[config.mk]
export PLATFORM = sky130hd
export DESIGN_NAME = sdram_port_arbiter
export DESIGN_NICKNAME = d
export VERILOG_FILES = /design/src/rtl/sdram_port_arbiter.sv
export SDC_FILE = /design/constraint.sdc
export NUM_CORES = 1
export LEC_CHECK = 0
export ABC_AREA = 1
export CAP_MARGIN = 20
export CORE_MARGIN = 2
export CORE_UTILIZATION = 25
export CTS_BUF_LIST = sky130_fd_sc_hd__clkbuf_16
export CTS_CLUSTER_DIAMETER = 200
export DETAILED_ROUTE_END_ITERATION = 7
export GPL_ROUTABILITY_DRIVEN = 0
export PLACE_DENSITY = 0.76
export SYNTH_ARGS = -nofsm -noshare
export SYNTH_HDL_FRONTEND = slang
export SYNTH_SLANG_ARGS = --single-unit
[constraint.sdc]
create_clock -name sdram_clk -period 2.2 [get_ports sdram_clk]
set_input_delay 0.22 -clock sdram_clk [delete_from_list [all_inputs] [get_ports sdram_clk]]
set_output_delay 0.22 -clock sdram_clk [all_outputs]
set_load 0.02 [all_outputs]
[src/rtl/sdram_port_arbiter.sv]
// Round-robin arbiter sharing one SDRAM controller internal interface among NPORTS ports.
// Read beats are steered back to the issuing port through an in-order owner FIFO.
//
//    state   | meaning
//    --------+-----------------------------------------------------------
//    ST_IDLE | no owner; pick next requester round-robin, grant next cycle
//    ST_BUSY | owner's command/data path forwarded to the controller

module sdram_port_arbiter #(
   parameter int NPORTS         = 2,
   parameter int READ_BEATS     = 8,
   parameter int MAX_ACKS       = 16,
   parameter int TAG_DEPTH_LOG2 = 2
) (
   input  logic                  sdram_clk,
   input  logic                  sdram_rst_n,
   input  logic [NPORTS-1:0]     p_acc_i,
   input  logic [NPORTS-1:0]     p_we_i,
   input  logic [32*NPORTS-1:0]  p_adr_i,
   input  logic [16*NPORTS-1:0]  p_dat_i,
   input  logic [2*NPORTS-1:0]   p_sel_i,
   input  logic [NPORTS-1:0]     p_dv_i,
   output logic [NPORTS-1:0]     p_ack_o,
   output logic [NPORTS-1:0]     p_vld_o,
   output logic [15:0]           p_dat_o,
   output logic [31:0]           p_adr_o,
   output logic                  acc_o,
   output logic                  we_o,
   output logic [31:0]           adr_o,
   output logic [15:0]           dat_o,
   output logic [1:0]            sel_o,
   output logic                  dv_o,
   input  logic                  ack_i,
   input  logic                  vld_i,
   input  logic [15:0]           dat_i,
   input  logic [31:0]           adr_i,
   output logic [NPORTS-1:0]     grant_o
);

   localparam int PW    = (NPORTS > 1) ? $clog2(NPORTS) : 1;
   localparam int BW    = (READ_BEATS > 1) ? $clog2(READ_BEATS) : 1;
   localparam int AW    = $clog2(MAX_ACKS + 1);
   localparam int DEPTH = 1 << TAG_DEPTH_LOG2;

   typedef enum logic {ST_IDLE, ST_BUSY} state_t;

   state_t                 state;
   logic [PW-1:0]          owner;
   logic [PW-1:0]          rr_ptr;
   logic [AW-1:0]          ack_cnt;
   logic [PW-1:0]          pick;
   logic                   pick_vld;
   logic [NPORTS-1:0]      pick_oh;

   logic [31:0]            adr_arr [NPORTS];
   logic [15:0]            dat_arr [NPORTS];
   logic [1:0]             sel_arr [NPORTS];

   logic                   busy;
   logic                   own_acc;
   logic                   own_we;
   logic                   own_dv;
   logic                   others_req;
   logic                   rel;

   logic [PW-1:0]          tag_mem [DEPTH];
   logic [TAG_DEPTH_LOG2-1:0] wr_ptr;
   logic [TAG_DEPTH_LOG2-1:0] rd_ptr;
   logic [TAG_DEPTH_LOG2:0]   tag_cnt;
   logic [BW-1:0]          beat_cnt;
   logic [PW-1:0]          head;
   logic                   fifo_full;
   logic                   fifo_empty;
   logic                   push;
   logic                   pop;
   logic                   beat;

   genvar k;
   generate
      for (k = 0; k < NPORTS; k++) begin : g_port
         assign adr_arr[k] = p_adr_i[32*k +: 32];
         assign dat_arr[k] = p_dat_i[16*k +: 16];
         assign sel_arr[k] = p_sel_i[2*k +: 2];
         assign pick_oh[k] = (pick == PW'(k));
         assign p_ack_o[k] = busy & ack_i & (owner == PW'(k));
         assign p_vld_o[k] = beat & (head == PW'(k));
      end
   endgenerate

   // First requester at or after rr_ptr, wrapping around.
   always_comb begin
      pick_vld = 1'b0;
      pick     = '0;
      for (int i = 0; i < NPORTS; i++) begin
         if (!pick_vld && p_acc_i[PW'((int'(rr_ptr) + i) % NPORTS)]) begin
            pick_vld = 1'b1;
            pick     = PW'((int'(rr_ptr) + i) % NPORTS);
         end
      end
   end

   assign busy       = (state == ST_BUSY);
   assign own_acc    = p_acc_i[owner];
   assign own_we     = p_we_i[owner];
   assign own_dv     = p_dv_i[owner];
   assign others_req = |(p_acc_i & ~grant_o);

   assign fifo_full  = (tag_cnt == (TAG_DEPTH_LOG2+1)'(DEPTH));
   assign fifo_empty = (tag_cnt == '0);
   assign head       = tag_mem[rd_ptr];

   // A read with no free owner slot is held off; writes always pass.
   assign acc_o = busy & own_acc & ~(fifo_full & ~own_we);
   assign we_o  = busy & own_we;
   assign dv_o  = busy & own_dv;
   assign adr_o = busy ? adr_arr[owner] : '0;
   assign dat_o = busy ? dat_arr[owner] : '0;
   assign sel_o = busy ? sel_arr[owner] : '0;

   assign p_dat_o = dat_i;
   assign p_adr_o = adr_i;

   assign rel = busy & ((~own_acc & ~own_dv) |
                        (ack_i & (ack_cnt == AW'(MAX_ACKS-1)) & others_req));

   always_ff @(posedge sdram_clk or negedge sdram_rst_n) begin
      if (!sdram_rst_n) begin
         state   <= ST_IDLE;
         grant_o <= '0;
         owner   <= '0;
         rr_ptr  <= '0;
         ack_cnt <= '0;
      end else begin
         case (state)
            ST_IDLE: begin
               if (pick_vld) begin
                  state   <= ST_BUSY;
                  owner   <= pick;
                  grant_o <= pick_oh;
                  ack_cnt <= '0;
               end
            end
            ST_BUSY: begin
               if (rel) begin
                  state   <= ST_IDLE;
                  grant_o <= '0;
                  ack_cnt <= '0;
                  rr_ptr  <= (owner == PW'(NPORTS-1)) ? '0 : owner + 1'b1;
               end else if (ack_i && (ack_cnt != AW'(MAX_ACKS-1))) begin
                  ack_cnt <= ack_cnt + 1'b1;
               end
            end
            default: begin
               state   <= ST_IDLE;
               grant_o <= '0;
            end
         endcase
      end
   end

   assign push = acc_o & ack_i & ~we_o;
   assign beat = vld_i & ~fifo_empty;
   assign pop  = beat & (beat_cnt == BW'(READ_BEATS-1));

   always_ff @(posedge sdram_clk) begin
      if (push) tag_mem[wr_ptr] <= owner;
   end

   always_ff @(posedge sdram_clk or negedge sdram_rst_n) begin
      if (!sdram_rst_n) begin
         wr_ptr   <= '0;
         rd_ptr   <= '0;
         tag_cnt  <= '0;
         beat_cnt <= '0;
      end else begin
         if (push) wr_ptr <= wr_ptr + 1'b1;
         if (pop)  rd_ptr <= rd_ptr + 1'b1;
         case ({push, pop})
            2'b10:   tag_cnt <= tag_cnt + 1'b1;
            2'b01:   tag_cnt <= tag_cnt - 1'b1;
            default: tag_cnt <= tag_cnt;
         endcase
         if (beat) beat_cnt <= pop ? '0 : beat_cnt + 1'b1;
      end
   end

endmodule

# ---- Word-level counts from Yosys, hierarchy flattened
# Memories as Yosys holds them, arrays and structs flattened.
# Cells that the tools add are included.
# W data, S select, Z words.
dict set report word_totals {
  register_bits 20
  latch_bits 0
  mem_bits_rw 4
  rom_bits 0
  inputBits 158
  output_inout_bits 107
  word_cells 114
  memories 1
}
# name words word_bits rd rd_ports_with_merged_regs wr line_no
set mem_list {}
lappend mem_list {tag_mem 4 1 1 0 1 66} ;# logic [PW-1:0] tag_mem [DEPTH];
dict set report op_classes {
  addsub 8
  multipliers 0
  div 0
  order_cmp 4
  n_eq_ne 9
  shift 0
  muxes 41
  n_bitwise 32
  n_reduce_logical 10
}
# op n
set op_table {}
lappend op_table {{$mux W32} 4}
lappend op_table {{$mux W16} 4}
lappend op_table {{$mux W1} 19}
lappend op_table {{$and A1 B1 Y1} 18}
lappend op_table {{$mux W5} 3}
lappend op_table {{$mux W2} 6}
lappend op_table {{$not A1 Y1} 10}
lappend op_table {{$pmux W5 S2} 1}
lappend op_table {{$reduce_and A2 Y1} 4}
lappend op_table {{$add A3 B1 Y3 const B} 2}
lappend op_table {{$eq A3 B3 Y1 const B} 2}
lappend op_table {{$lt A1 B3 Y1 const B} 2}
lappend op_table {{$pmux W3 S2} 1}
lappend op_table {{$add A5 B1 Y5 const B} 1}
lappend op_table {{$eq A5 B4 Y1 const B} 1}
lappend op_table {{$ne A5 B4 Y1 const B} 1}
lappend op_table {{$add A2 B1 Y2 const B} 2}
lappend op_table {{$pmux W2 S2} 1}
lappend op_table {{$logic_not A3 Y1} 1}
lappend op_table {{$mux W3} 1}
lappend op_table {{$ne A3 B1 Y1 const B} 1}
lappend op_table {{$sub A3 B1 Y3 const B} 1}
lappend op_table {{$add A1 B1 Y1 const B} 2}
lappend op_table {{$and A2 B2 Y2} 1}
lappend op_table {{14 further kinds} 15}

# ---- Depth between registers and ports, before layout
# Gate-level depths: netlist of the first run.
dict set report depth {
  word_depth 10
  depth_mapped 12
  mapped_depth_nobuf 12
}

# ---- Least setup slack after synthesis of the first run
# Ideal clock, no wire load.
dict set report synth_timing {
  path_type {register to register}
  start {register owner}
  end {register tag_cnt[2]}
  setup_ps 131
  t_arrival_ps 2090
  required_ps 2069
  slack_ps -21
  path_stages_with_launch 13
  path_buffers 1
  synth_period_minus_slack_ps 2221
  cell_sequence {dfrtp_1 -> buf_6 -> nand2_1 -> o21ai_2 -> nor2_2 -> nor2_4 -> nand2_2 -> ha_1 -> inv_1 -> fa_1 -> a21oi_1 -> o21ai_0 -> xor2_1}
}
dict set report synth_via {
  elab_cells_between_ends 17
  cone_classes {eq/ne (2); mux (5); bitwise (9); reduce/logical (1)}
}
# element line_no
set synth_rtl {}
lappend synth_rtl {{start, declared} 48} ;# logic [PW-1:0] owner;
lappend synth_rtl {{start signal, assigned} 138} ;# owner <= pick;
lappend synth_rtl {{$mux W1 (implied by the code) * (2 in a row)} 104} ;# assign own_we = p_we_i[owner];
lappend synth_rtl {{$and A1 B1 Y1 *} 114} ;# assign we_o = busy & own_we;
lappend synth_rtl {{named net we_o} 28} ;# output logic we_o,
lappend synth_rtl {{$not A1 Y1 *} 161} ;# assign push = acc_o & ack_i & ~we_o;
lappend synth_rtl {{$and A1 B1 Y1 *} 161}
lappend synth_rtl {{$eq A2 B1 Y1 or $eq A2 B2 Y1 (tied branches)} 178} ;# case ({push, pop})
lappend synth_rtl {{$pmux W3 S2 or $reduce_bool A2 Y1 (tied branches)} --}
lappend synth_rtl {{end signal, assigned} 179} ;# 2'b10: tag_cnt <= tag_cnt + 1'b1;
lappend synth_rtl {{end signal, assigned} 180} ;# 2'b01: tag_cnt <= tag_cnt - 1'b1;
lappend synth_rtl {{end signal, assigned} 181} ;# default: tag_cnt <= tag_cnt;
lappend synth_rtl {{end, declared} 69} ;# logic [TAG_DEPTH_LOG2:0] tag_cnt;
# The timed path passes the listed nets; every way through them passes the cells marked *. The select of a mux whose other input is x is not followed.
# A chain may end at the register's enable or synchronous reset.

# ---- Final worst setup path of the first run
dict set report layout_timing {
  start {register owner}
  end {output adr_o[25]}
}
dict set report layout_via {
  elab_chain_cells 5
}
# element line_no
set layout_lines {}
lappend layout_lines {{$not A1 Y2 (implied by the code)} 116} ;# assign adr_o = busy ? adr_arr[owner] : '0;
lappend layout_lines {{$mux W32 (implied by the code) (3 in a row)} 116}
lappend layout_lines {{$mux W32} 116}
lappend layout_lines {{end, declared} 29} ;# output logic [31:0] adr_o,
# Every way passes these cells. The select of a mux whose other input is x is not followed.

==> results of run 1 <==
==> area by class of cell <==
class	instances	area (um^2)
fillers	1004	5517
repair buffers	184	1883
multi-input cells	260	1309
clock inverters	1	3.754
well taps	133	166.4
inverters	28	107.6
clock buffers	3	75.07
flip-flops and latches	24	623.1
==> layer usage <==
layer / wire, um / vias to the layer above
li1: - / 1391
met1: 3712 / 1241
met2: 4760 / 114
met3: 849 / 7
met4: 102 / 0
met5: 0 / -
==> cells in the mapped netlist (all sizes together) <==
| master | n |
|---|---|
| buf | 52 |
| dfrtp | 20 |
| nand2 | 41 |
| o22ai | 1 |
| fa | 1 |
| a21oi | 3 |
| nand4 | 5 |
| xnor2 | 2 |
| nand3 | 8 |
| nor3 | 3 |
| and2 | 1 |
| xor2 | 4 |
| o21a | 1 |
| inv | 28 |
| and3 | 1 |
| edfxtp | 4 |
| clkbuf | 13 |
| o21ai | 62 |
| nor2 | 118 |
| ha | 9 |
==> logic make-up after synthesis <==
family / after synthesis / share of synthesized area, %
adders and majority gates: 10 / 5.373
xor gates and xnor gates: 6 / 2.129
buffers and inverters: 93 / 22.05
DFF: 24 / 25.14
and+or+nand+nor: 177 / 30.97
AOI/OAI and AO/OA: 67 / 14.34
==> sequential cells by signal, summed over array words and instances, names as in the netlist <==
| name | count |
|---|---|
| ack_cnt | 5 |
| beat_cnt | 3 |
| busy | 1 |
| grant_o | 2 |
| owner | 1 |
| rd_ptr | 2 |
| rr_ptr | 1 |
| tag_cnt | 3 |
| tag_mem | 4 |
| wr_ptr | 2 |
==> path summary, 6_finish.rpt <==
kind                                  start           to  cells after the start
worst max register to register        owner   tag_cnt[2]                      9
min in group sdram_clk            adr_i[20]  p_adr_o[20]                      0
worst max-delay path                  owner    adr_o[25]                      5
worst min register to register  beat_cnt[2]  beat_cnt[2]                      2
max in group asynchronous       sdram_rst_n   tag_cnt[2]                      2
worst min-delay path            sdram_rst_n       rr_ptr                      1
==> metrics by stage <==
stage / std cells / power [W]
global route: 633 / 0.005174
floorplan: 377 / 0.002919
finish: 633 / 0.004799
CTS: 633 / 0.004893
global placement: 629 / 0.004395
detailed placement: 629 / 0.004477
==> cell usage in the layout (no fill, tap or decap), types with 4 or more instances in the layout <==
cell and instances:
sky130_fd_sc_hd__clkdlybuf4s50_1 128, sky130_fd_sc_hd__nor2_1 116, sky130_fd_sc_hd__o21ai_0 60, sky130_fd_sc_hd__nand2_1 34, sky130_fd_sc_hd__dlymetal6s2s_1 30, sky130_fd_sc_hd__inv_1 27, sky130_fd_sc_hd__dfrtp_1 18, sky130_fd_sc_hd__buf_4 14
sky130_fd_sc_hd__ha_1 9, sky130_fd_sc_hd__dlygate4sd2_1 7, sky130_fd_sc_hd__nand3_1 5, sky130_fd_sc_hd__nand2_2 5, sky130_fd_sc_hd__nand4_1 5, sky130_fd_sc_hd__xor2_1 4, sky130_fd_sc_hd__buf_6 4, sky130_fd_sc_hd__edfxtp_1 4
==> critical path: stages (launching register included) <==
cell and delay [ns]:
sky130_fd_sc_hd__dfrtp_2 0.51, sky130_fd_sc_hd__inv_4 0.11, sky130_fd_sc_hd__buf_6 0.22, sky130_fd_sc_hd__nor2_1 0.08, sky130_fd_sc_hd__nor2_1 0.11, sky130_fd_sc_hd__clkdlybuf4s50_1 0.61
==> timing repair <==
action	in CTS	in global routing
gates resized for setup	11	32
pin swaps	0	0
setup endpoints to repair	22	38
==> report_power, final <==
part           total (W)  switching, W  internal, W
clock network   0.000404      0.000161     0.000243
registers       0.000791      0.000162     0.000629
logic            0.00360       0.00208      0.00152
==> out/results.md, run 1 <==
- Final Slew Violations: 0
- die span in y: 103.4 um
- number of buffers on the longest clock path: 2
- CTS Hold Buffers Added: 0
- share of layout cells above drive strength 1: 7.800%
- antenna violations before repair: 0
- DP HPWL: 7776 um
- share of the core filled with cells: 43.04%
- initial detailed-routing violation count: 46
- Pre-Repair DR Iteration Count: 4
- Static Leak: 2.186 nW
- post-synthesis sequential area ratio: 25.14%
- Synth Cell Area: 0.002469 mm^2
- post-placement worst setup slack: -0.06753 ns
- GR met1 Demand/Resource: 20.11%
- setup slack of the worst register-to-register path: 0.10 ns
- classification of the worst-slack hold path: in2async
- overall overflow remaining after global route: 0
- critical path endpoint category: output port
- pin count of the biggest net entering global routing: 36
- total number of H-tree levels: 1
- count of antenna-violating nets left after detailed routing: 0
- number of warning messages in the yosys log: 0
- global-route wire length before repair: 14150 um
- via count normalized by instance count: 4.349
- Worst VDD drop: 0.5032 mV
- CTS tree: yes
- DR DRC count: 0
- Die Footprint: 0.01069 mm^2
- type of element launching the critical path: flop
- startpoint-to-endpoint class of the critical path: reg2out
- average cell area after synthesis: 6.548 um^2
- distinct cell type count of the synthesized netlist: 34
- via count of the routed design: 2753
- maximum net fanout on the critical path: 26
- Global Route met3 Usage: 6.452%
- Ports: 265
- # clock sinks: 24
- buffers added on ports: 168
- core outline area: 0.009684 mm^2
- Die X: 103.4 um
- outcome: complete, no violations
- clock tree root buffer cell: sky130_fd_sc_hd__clkbuf_16
- total global-route track usage: 17.13%
- summed negative setup slack over all endpoints: 0 ns
- Hold Slack: 0.2426 ns
- proportion of netlist area held by the largest area contributor: 20.27%
- setup violation total in the final timing report: 0
- mean routed wirelength per cell: 14.89 um
- slew at the pin closest to its max-slew limit: 0.5136 ns
- total count of hold-check failures in the final report: 0
- antenna fix cells: 0
- flip-flop and latch count after synthesis: 24
- Slew Limit Headroom: 65.53%
- Power Density: 1151 mW/mm^2
- setup repair bufs after CTS: 0
- insertion delay of the later-clocked pin in the worst-skew pair: 0.26 ns
- required time of the critical path: 1.98 ns
- leading cell types by total area after synthesis: sky130_fd_sc_hd__dfrtp_1 (20%), sky130_fd_sc_hd__nor2_1 (18%), sky130_fd_sc_hd__buf_4 (15%)
- peak-usage layer in the global routing report: met2
- vias in the first global route: 2823
- effective utilization at floorplan: 25.49%
- endpoint arrival time on the critical path: 1.90 ns
- number of core rows: 36
- post-synth net total: 545
- Layout Cell Area excl Fill: 0.004168 mm^2
- Min Clock Period, post-route: 2.123 ns
- number of buffers created by CTS: 3
- highest achievable clock rate: 0.4711 GHz
- share of the clock period used by the worst path: 96.49%
- number of nets in the final layout: 669
- Worst Clk Skew: 0.004310 ns
- area delta synth->final: 68.83%
- met2 capacity usage during global routing: 29.68%
- final worst-path setup slack: 0.07729 ns
- clock-pin slew on the worst setup and hold paths: 0.06 ns
- cells after synthesis: 377
- RSZ-0062 raised after global routing: yes
- total length of routed wires: 9424 um
- max-cap violation count: 0
- cell type with the highest aggregate area in the netlist: sky130_fd_sc_hd__dfrtp_1
- instance area after placement: 0.004000 mm^2
(Power assumes the default switching activity.)
==> run 2: changes to the inputs <==
ABC_AREA = 0   (was 1)
CTS_CLUSTER_DIAMETER = unset   (was 200)
PLACE_DENSITY = 0.74   (was 0.76)
==> run 2 against run 1 <==
- design area is 1.1% higher
- worst setup slack worse by 0.039 ns
- synthesized area is 4.9% higher
- via count is 14% lower
- clock skew is 0.0030 ns lower
- final cell count is 13% lower
==> out/results.md, run 2 <==
- outcome: complete, no violations
- Power Density: 1040 mW/mm^2
- cell repeated most along the worst path: sky130_fd_sc_hd__xor2_1
- slew at the pin closest to its max-slew limit: 0.4172 ns
- antenna violations before repair: 0
- commonest cells in the synthesized netlist: sky130_fd_sc_hd__nor2b_1 (56), sky130_fd_sc_hd__mux2i_1 (53), sky130_fd_sc_hd__buf_4 (48)
- Min Clock Period, post-route: 2.162 ns
- instance area after placement: 0.004139 mm^2
- post-synth net total: 457
- number of core rows: 37
- clock tree root buffer cell: sky130_fd_sc_hd__clkbuf_16
- Pre-Repair DR Iteration Count: 4
- core outline area: 0.01018 mm^2
- cells after synthesis: 289
- part of the power in registers: 18.1%
- most repeated cell in the gate-level netlist after synthesis: sky130_fd_sc_hd__nor2b_1
- proportion of total power due to net switching: 45.40%
- Crit Reg-Reg Endpoint: tag_cnt[2]
- classification of the worst-slack hold path: in2async
- number of cells on the worst reg-to-reg path: 9
- average cell area after synthesis: 8.962 um^2
- mean routed wirelength per cell: 14.43 um
- required time of the critical path: 2.33 ns
- number of enable flip-flop cells after synthesis: 4
- initial detailed-routing violation count: 87
- count of non-filler cells in the finished layout: 548
- number of buffers created by CTS: 3
- setup slack of the worst register-to-register path: 0.04 ns
- post-placement cell count: 543
- critical path startpoint: owner
- area used by multi-input combinational logic: 0.001504 mm^2
- flip-flop and latch count after synthesis: 24
- maximum net fanout on the critical path: 2
- Worst VDD drop: 0.5025 mV
- count of antenna-violating nets left after detailed routing: 0
- proportion of netlist area held by the largest area contributor: 20.48%
- Die X: 105.8 um
- post-synthesis sequential area ratio: 23.96%
- most common cell after layout, fill and taps aside: sky130_fd_sc_hd__clkdlybuf4s50_1
- pin count of the biggest net entering global routing: 38
- share of the clock period used by the worst path: 98.27%
- number of nets in the final layout: 581
- distinct cell type count of the synthesized netlist: 38
- flip-flop count of the largest register after layout: 5
- predominant post-synthesis flop cell: sky130_fd_sc_hd__dfrtp_1
- Static Leak: 2.031 nW
- Reg-to-Reg Start: owner
- antenna fix cells: 0
- register with the most flip-flops: ack_cnt
- insertion delay of the later-clocked pin in the worst-skew pair: 0.26 ns
- Layout fillers: 1029
- RSZ-0062 raised after global routing: yes
- Final Total Pwr: 0.004382 W
- Die Footprint: 0.01119 mm^2
- clock-pin slew on the worst setup and hold paths: 0.06 ns
- total count of hold-check failures in the final report: 0
- via count normalized by instance count: 4.338
- die span in y: 105.8 um
- via count of the routed design: 2377
- overall overflow remaining after global route: 0
- total length of routed wires: 7906 um
- Async SR Flop Fraction: 83.33%
- DP HPWL: 6529 um
- Switching Power: 0.001990 W
- Final Slew Violations: 0
- share of the core filled with cells: 41.35%
- registers with the most flip-flops: ack_cnt x5, tag_mem x4
- highest achievable clock rate: 0.4625 GHz
- buffers added on ports: 168
- Int Pwr: 0.002392 W
- critical path endpoint category: flop
- startpoint-to-endpoint class of the critical path: reg2reg
- type of element launching the critical path: flop
- leading cell types by total area after synthesis: sky130_fd_sc_hd__mux2i_1 (20%), sky130_fd_sc_hd__dfrtp_1 (19%), sky130_fd_sc_hd__buf_4 (14%)
- endpoint arrival time on the critical path: 2.30 ns
- combinational share of power: 72.8%
- total number of H-tree levels: 1
- # clock sinks: 24
- number of buffers on the longest clock path: 2
- Synth Cell Area: 0.002590 mm^2
- clock share of power: 9.1%
- global-route wire length before repair: 11700 um
- effective utilization at floorplan: 25.43%
- CTS tree: yes
- max-cap violation count: 0
- cell type with the highest aggregate area in the netlist: sky130_fd_sc_hd__mux2i_1
- number of warning messages in the yosys log: 0
- cell-by-cell trace of the critical path: or3b_4, a221oi_4, inv_1, ha_2, inv_2, fa_2, xor2_1, nor2_1, xor2_1
- total global-route track usage: 12.86%
- Worst Clk Skew: 0.001316 ns
- Slowest Stage Delay on Critical Path: 0.47 ns
- CP max stage cell: sky130_fd_sc_hd__dfrtp_4
- vias in the first global route: 2385
- summed negative setup slack over all endpoints: 0 ns
- area delta synth->final: 62.61%
- highest-count cells in the layout ignoring fill and taps: sky130_fd_sc_hd__clkdlybuf4s50_1 (114), sky130_fd_sc_hd__nor2b_1 (56), sky130_fd_sc_hd__mux2i_1 (53), sky130_fd_sc_hd__dlygate4sd2_1 (41), sky130_fd_sc_hd__dfrtp_1 (19)
- share of layout cells above drive strength 1: 6.796%
- DR DRC count: 0
- Ports: 265
- Layout Cell Area excl Fill: 0.004212 mm^2
- setup violation total in the final timing report: 0
- Slew Limit Headroom: 72.10%
- storage element area: 624.3 um^2
==> run 2: changes by cell type in the layout (fill, tap and decap cells not counted), moves of 5 or more <==
cell	change
sky130_fd_sc_hd__and2_1	+5
sky130_fd_sc_hd__clkdlybuf4s50_1	-14
sky130_fd_sc_hd__dlygate4sd2_1	+34
sky130_fd_sc_hd__dlymetal6s2s_1	-17
sky130_fd_sc_hd__inv_1	-17
sky130_fd_sc_hd__mux2i_1	+53
sky130_fd_sc_hd__nand2_1	-19
sky130_fd_sc_hd__nand2_2	-5
sky130_fd_sc_hd__nor2_1	-110
sky130_fd_sc_hd__nor2b_1	+56
sky130_fd_sc_hd__o21ai_0	-54
==> run 2: cell families after synthesis <==
logic type / after synthesis / share of synthesized area (%)
AO/OA/AOI/OAI: 21 / 6.715
flip-flops: 24 / 23.96
adder cells (fa/ha/maj): 10 / 5.121
multiplexers: 55 / 21.79
XOR/XNOR: 8 / 2.705
buffers and inverters: 74 / 18.26
AND/OR/NAND/NOR: 97 / 21.45
==> run 2: through the flow <==
stage	worst slack [ns]	hold WS, ns
after floorplan	0.02345	-0.07559
final	0.03803	0.2611
after global routing	-0.05320	0.2933
after CTS	0.001985	0.2781
after global placement	-0.1559	0.4401
after detailed placement	-0.2258	0.4401
==> run 2: power by group through the flow <==
stage                     registers (W)  clock network, W  logic [W]
after global placement         0.000789                 0    0.00342
after detailed placement       0.000799                 0    0.00347
after global routing           0.000823          0.000415    0.00345
after CTS                      0.000794          0.000398    0.00325
final                          0.000794          0.000397    0.00319
after floorplan                0.000774                 0    0.00215
==> run 2: how the worst max path moves through the flow <==
| stage | slack (ns) | end | depth (start not counted) |
|---|---|---|---|
| after floorplan | 0.02 | tag_cnt[2] | 10 |
| after global placement | -0.16 | tag_cnt[2] | 10 |
| after detailed placement | -0.23 | tag_cnt[2] | 10 |
| after CTS | 0.002 | adr_o[28] | 5 |
| after global routing | -0.05 | tag_cnt[2] | 9 |
| final | 0.04 | tag_cnt[2] | 9 |
==> run 2: repair_timing <==
action                                  in CTS  in global routing
gates resized for setup                     41                 17
pin swaps                                    0                  5
setup buffers                                0                  1
endpoints found under the setup margin      41                 14
hold buffers                                 0                  0
==> run 2: area by class of cell <==
class | count | share of cell area (%)
well taps | 136 | 4.040
clock buffers | 3 | 1.783
clock inverters | 1 | 0.08913
flip-flops and latches | 24 | 14.82
repair buffers | 182 | 42.57
inverters | 11 | 0.9804
multi-input cells | 191 | 35.71
==> run 2: worst max-delay path, delay by kind of cell, from the launching register on <==
kind	cells	cell delay, ns
flip-flops	1	0.47
AND/OR/NAND/NOR	2	0.47
adder cells (fa/ha/maj)	2	0.39
XOR/XNOR	2	0.30
AO/OA/AOI/OAI	1	0.27
buffers and inverters	2	0.13
==> run 2: routing by layer <==
| metal | vias to the layer above | share of wire, % | routed length (um) | GRT usage [%] |
|---|---|---|---|---|
| li1 | 1162 | - | - | - |
| met1 | 1089 | 39 | 3062 | 14.67 |
| met2 | 110 | 51 | 4037 | 23.59 |
| met3 | 16 | 8.3 | 658 | 3.711 |
| met4 | 0 | 1.9 | 147 | 2.914 |
| met5 | - | 0 | 0 | 0 |
